==> src/rtl/vx_lru_repl_ctrl.sv <==
// Per-set true-LRU replacement controller: ranks and valid bits per way, victim
// selection for fills, and a single-entry registered response channel.
module vx_lru_repl_ctrl #(
    parameter int NUM_SETS = 4,
    parameter int NUM_WAYS = 4,
    parameter int SETW     = $clog2(NUM_SETS),
    parameter int WAYW     = $clog2(NUM_WAYS)
) (
    input  logic            clk,
    input  logic            reset,
    input  logic            req_valid,
    input  logic [1:0]      req_op,
    input  logic [SETW-1:0] req_set,
    input  logic [WAYW-1:0] req_way,
    output logic            req_ready,
    output logic            rsp_valid,
    output logic [WAYW-1:0] rsp_way,
    output logic            rsp_evict,
    input  logic            rsp_ready
);

    localparam logic [1:0] OP_TOUCH = 2'd0;
    localparam logic [1:0] OP_FILL  = 2'd1;
    localparam logic [1:0] OP_INVAL = 2'd2;
    localparam logic [WAYW-1:0] MRU = WAYW'(NUM_WAYS - 1);

    logic [WAYW-1:0]     rank_q [NUM_SETS][NUM_WAYS];
    logic [NUM_WAYS-1:0] vld_q  [NUM_SETS];

    logic [WAYW-1:0]     cur_rank [NUM_WAYS];
    logic [WAYW-1:0]     nxt_rank [NUM_WAYS];
    logic [NUM_WAYS-1:0] cur_vld;
    logic [NUM_WAYS-1:0] nxt_vld;
    logic [WAYW-1:0]     victim;
    logic [WAYW-1:0]     tgt_way;
    logic [WAYW-1:0]     tgt_rank;
    logic                any_free;
    logic                do_promote;
    logic                do_demote;
    logic                accept;

    assign req_ready = !rsp_valid || rsp_ready;
    assign accept    = req_valid && req_ready;

    always_comb begin
        for (int w = 0; w < NUM_WAYS; w++) begin
            cur_rank[w] = rank_q[req_set][w];
        end
        cur_vld = vld_q[req_set];
    end

    // Victim: lowest-index invalid way, otherwise the rank-0 (LRU) way
    always_comb begin
        victim   = '0;
        any_free = 1'b0;
        for (int w = NUM_WAYS - 1; w >= 0; w--) begin
            if (!cur_vld[w]) begin
                victim   = WAYW'(w);
                any_free = 1'b1;
            end
        end
        if (!any_free) begin
            for (int w = 0; w < NUM_WAYS; w++) begin
                if (cur_rank[w] == '0) victim = WAYW'(w);
            end
        end
    end

    always_comb begin
        tgt_way    = (req_op == OP_FILL) ? victim : req_way;
        tgt_rank   = cur_rank[tgt_way];
        do_promote = (req_op == OP_FILL) || ((req_op == OP_TOUCH) && cur_vld[req_way]);
        do_demote  = (req_op == OP_INVAL);
        nxt_vld    = cur_vld;
        if (req_op == OP_FILL)  nxt_vld[tgt_way] = 1'b1;
        if (req_op == OP_INVAL) nxt_vld[tgt_way] = 1'b0;
        for (int w = 0; w < NUM_WAYS; w++) begin
            nxt_rank[w] = cur_rank[w];
            if (do_promote) begin
                if (WAYW'(w) == tgt_way)         nxt_rank[w] = MRU;
                else if (cur_rank[w] > tgt_rank) nxt_rank[w] = cur_rank[w] - WAYW'(1);
            end else if (do_demote) begin
                if (WAYW'(w) == tgt_way)         nxt_rank[w] = '0;
                else if (cur_rank[w] < tgt_rank) nxt_rank[w] = cur_rank[w] + WAYW'(1);
            end
        end
    end

    // Acceptance edge: set state and response register load together
    always_ff @(posedge clk or negedge reset) begin
        if (!reset) begin
            for (int s = 0; s < NUM_SETS; s++) begin
                for (int w = 0; w < NUM_WAYS; w++) begin
                    rank_q[s][w] <= WAYW'(w);
                end
                vld_q[s] <= '0;
            end
            rsp_valid <= 1'b0;
            rsp_way   <= '0;
            rsp_evict <= 1'b0;
        end else if (accept) begin
            for (int w = 0; w < NUM_WAYS; w++) begin
                rank_q[req_set][w] <= nxt_rank[w];
            end
            vld_q[req_set] <= nxt_vld;
            rsp_valid      <= 1'b1;
            rsp_way        <= tgt_way;
            rsp_evict      <= (req_op == OP_FILL) && cur_vld[victim];
        end else if (rsp_ready) begin
            rsp_valid <= 1'b0;
        end
    end

endmodule

==> config.mk <==
export PLATFORM = sky130hd
export DESIGN_NAME = vx_lru_repl_ctrl
export DESIGN_NICKNAME = d
export VERILOG_FILES = /design/src/rtl/vx_lru_repl_ctrl.sv
export SDC_FILE = /design/constraint.sdc
export NUM_CORES = 1
export LEC_CHECK = 0
export ABC_AREA = 1
export CAP_MARGIN = 0
export CORE_MARGIN = 1
export CORE_UTILIZATION = 44
export CTS_BUF_LIST = sky130_fd_sc_hd__clkbuf_8
export DETAILED_ROUTE_END_ITERATION = 8
export SLEW_MARGIN = 20
export SYNTH_ARGS = -nofsm -noshare
export SYNTH_HDL_FRONTEND = slang
export SYNTH_SLANG_ARGS = --single-unit
==> constraint.sdc <==
create_clock -name clk -period 3.4 [get_ports clk]
set_input_delay 0.85 -clock clk [delete_from_list [all_inputs] [get_ports clk]]
set_output_delay 0.85 -clock clk [all_outputs]
set_load 0.01 [all_outputs]
==> impl_metrics.yaml <==
run_status:
  status: "finished, violations left"
  violations: "setup timing"
die:
  die_y_um: 92.7
  die_w_um: 92.7
  rows: 32
  core-area_um2: 7850
  start_util_pct: 46.1
  die_area_um2: 8590
  io_pins: 15
worst_setup_path:
  critPathMaxFanout: 6
  rr_startpoint: "rank_q[1]"
  arrival_ns: 3.85
  ff2ff_setup_slack_ns: 0.18
  worst_setup_path_start_kind: "primary input"
  path_common_cell: "nand2_1"
  crit_slowest_cell: "a221oi_4"
  r2r_cells: 26
  cp.required_ns: 3.66
  critPathMaxStageDelay_ns: 0.35
  worst_setup_path_end_kind: "flip-flop"
  crit_type: "primary input to flip-flop"
  crit-reg2reg-capture: "rank_q[25]"
layout:
  final_cells: 666
  mostFrequentLayoutCells: "nand2_1 (154), buf_4 (70), inv_1 (51), dfrtp_1 (36), nand3_1 (33)"
  final_common_cell: "nand2_1"
  drive_gt1_share_pct: 39.2
  n_antenna_cell: 0
  area_growth_pct: 33.1
  multi_input_area_um2: 2240
  final_core_util_pct: 61.4
  postLayoutCellArea_um2: 4820
  fillCellCount: 676
  regArea_um2: 1320
  fin_nets: 581
place:
  portBuffers: 14
  finalWeightedCongestion: 0.898
  dpl_cell_area_um2: 4330
  preCtsSetupSlack_ns: -1.12
  hpwl_mm: 7.54
  dp_cells: 640
sta:
  finalCritPeriodShare_pct: 106
  setup_viol: 32
  slew_headroom_pct: 61.3
  rsz0062_at_grt: "yes"
  final-max-slew-violation-count: 0
  hold_viol_final: 0
  fin_crit_ns: 3.59
  timing.fmax_ghz: 0.279
  layout_setup_ws_ns: -0.188
  worst_pin_slew_ns: 0.580
  finClkSkew_ns: 0.0107
logic_synthesis:
  syn_inst: 481
  avgSynthCellArea_um2: 7.53
  ys_seq_area_share_pct: 36.5
  synth.distinct_cells: 42
  ys_ff_latch: 52
  synth_warnings: 0
  synth_fp_nets: 499
  syn_area_um2: 3620
pwr:
  pwr_density_cell_nw_per_um2: 638
  ir_worst_vdd_mv: 0.293
  leakagePower_uw: 0.00246
drt:
  wl_per_cell_um: 15.6
  wl_met2_mm: 5.12
  first_iter_violations: 155
  dr.pass1.iters: 5
  drt-met1-wl_mm: 4.71
  topRoutingLayerUsed: "met4"
  drc: 0
  via_per_inst: 5.23
  routed_wirelength_mm: 10.4
  antenna_left: 0
  vias: 3484
  dr_wl_met3_um: 459
cts:
  htreeDepth: 2
  postCtsHoldBufs: 0
  cts.clk_slew.worst_paths_ns: 0.10
  root_buffer: "clkbuf_8"
  clk_latency_ns: 0.31
  cts_buffer_depth: 2
  cts_tree: "yes"
  cts_buffers: 5
  cts_sinks: 52
global_routing:
  grt_start_max_net_pins: 46
  antenna_found_initial: 0
  grt_overflow_total: 0
  grt_usage_pct: 25.3
  grt_pass1_wl_mm: 16.7
  grt_pass1_vias: 3340
job:
  maxCapViolCount: 0
worst_hold_path:
  hold_class: "primary input to asynchronous set/reset pin"
routing by layer:
layer	vias up	track usage [%]
met5	-	0
met4	0	5.00
met3	16	3.78
met2	87	44.7
met1	1664	32.7
li1	1717	-
how the worst max path moves through the flow:
| stage | slack (ns) | end | start |
|---|---|---|---|
| 3_5_place_dp | -1.12 | rank_q[31] | req_set[1] |
| 5_1_grt | -0.39 | rank_q[1] | req_set[1] |
| 4_1_cts | -0.19 | rank_q[24] | req_set[1] |
| 3_3_place_gp | -1.06 | rank_q[29] | req_set[1] |
| 6_report | -0.19 | rank_q[25] | req_set[1] |
| 2_1_floorplan | -0.26 | rank_q[10] | req_set[1] |
layout make-up:
cell class,count,share of cell area (%)
clock buffers,5,1.43
clock inverters,3,0.416
inverters,69,6.05
multi-input cells,346,46.5
flip-flops and latches,52,27.4
well taps,102,2.65
repair buffers,89,15.6
stage by stage:
stage | TNS (ns) | hold WS (ns) | power, uW
6_report | -5.01 | 0.358 | 3080
3_3_place_gp | -39.83 | 0.460 | 2460
2_1_floorplan | -7.90 | 0.448 | 2020
5_1_grt | -11.05 | 0.364 | 3300
3_5_place_dp | -42.60 | 0.460 | 2490
4_1_cts | -4.48 | 0.361 | 3020
sequential cells by signal, indices dropped and copies added (netlist names):
| register | cells |
|---|---|
| vld_q | 16 |
| rsp_evict | 1 |
| rsp_valid | 1 |
| rsp_way | 2 |
| rank_q | 32 |
Yosys cell counts, drive strengths merged:
master | number | area (um^2)
nand2 | 191 | 846
inv | 68 | 263
nand3 | 59 | 370
dfrtp | 36 | 901
o21ai | 19 | 98.9
dfstp | 16 | 420
nor2 | 14 | 93.8
nand4 | 13 | 81.3
clkbuf | 10 | 52.6
a22oi | 9 | 72.6
a21oi | 8 | 40.0
ha | 8 | 100
o22ai | 5 | 43.8
a221oi | 4 | 52.6
and2 | 4 | 25.0
buf | 4 | 35.0
nand3b | 4 | 53.8
o21a | 2 | 15.0
or2 | 2 | 12.5
a21boi | 1 | 7.51
clkinv | 1 | 8.76
nor3 | 1 | 10.0
o211ai | 1 | 7.51
o311ai | 1 | 8.76
worst max-delay path: cells and delay by family:
kind,cells,cell delay (ns)
AND/OR/NAND/NOR,15,0.98
AO/OA/AOI/OAI,3,0.76
adder cells (fa/ha/maj),2,0.40
buffers and inverters,9,0.81
cell families (layout without fill, tap and decap cells):
logic type / after synthesis / count (layout) / share of synthesized area, %
adder cells (fa/ha/maj): 8 / 8 / 2.77
flip-flops: 52 / 52 / 36.5
AO/OA/AOI/OAI: 50 / 50 / 9.58
buffers and inverters: 83 / 166 / 9.92
AND/OR/NAND/NOR: 288 / 288 / 41.2
report_power, final:
part	internal (uW)	total [uW]	switching, uW
clock network	144	354	210
registers	877	1010	136
logic	721	1710	988
total	1740	3080	1330
timing repair:
action / in CTS / in global routing
gates resized for setup: 55 / 19
setup buffers: 19 / 1
endpoints found under the setup margin: 44 / 39
pin swaps: 31 / 22
Power figures use the tool's default switching activity.
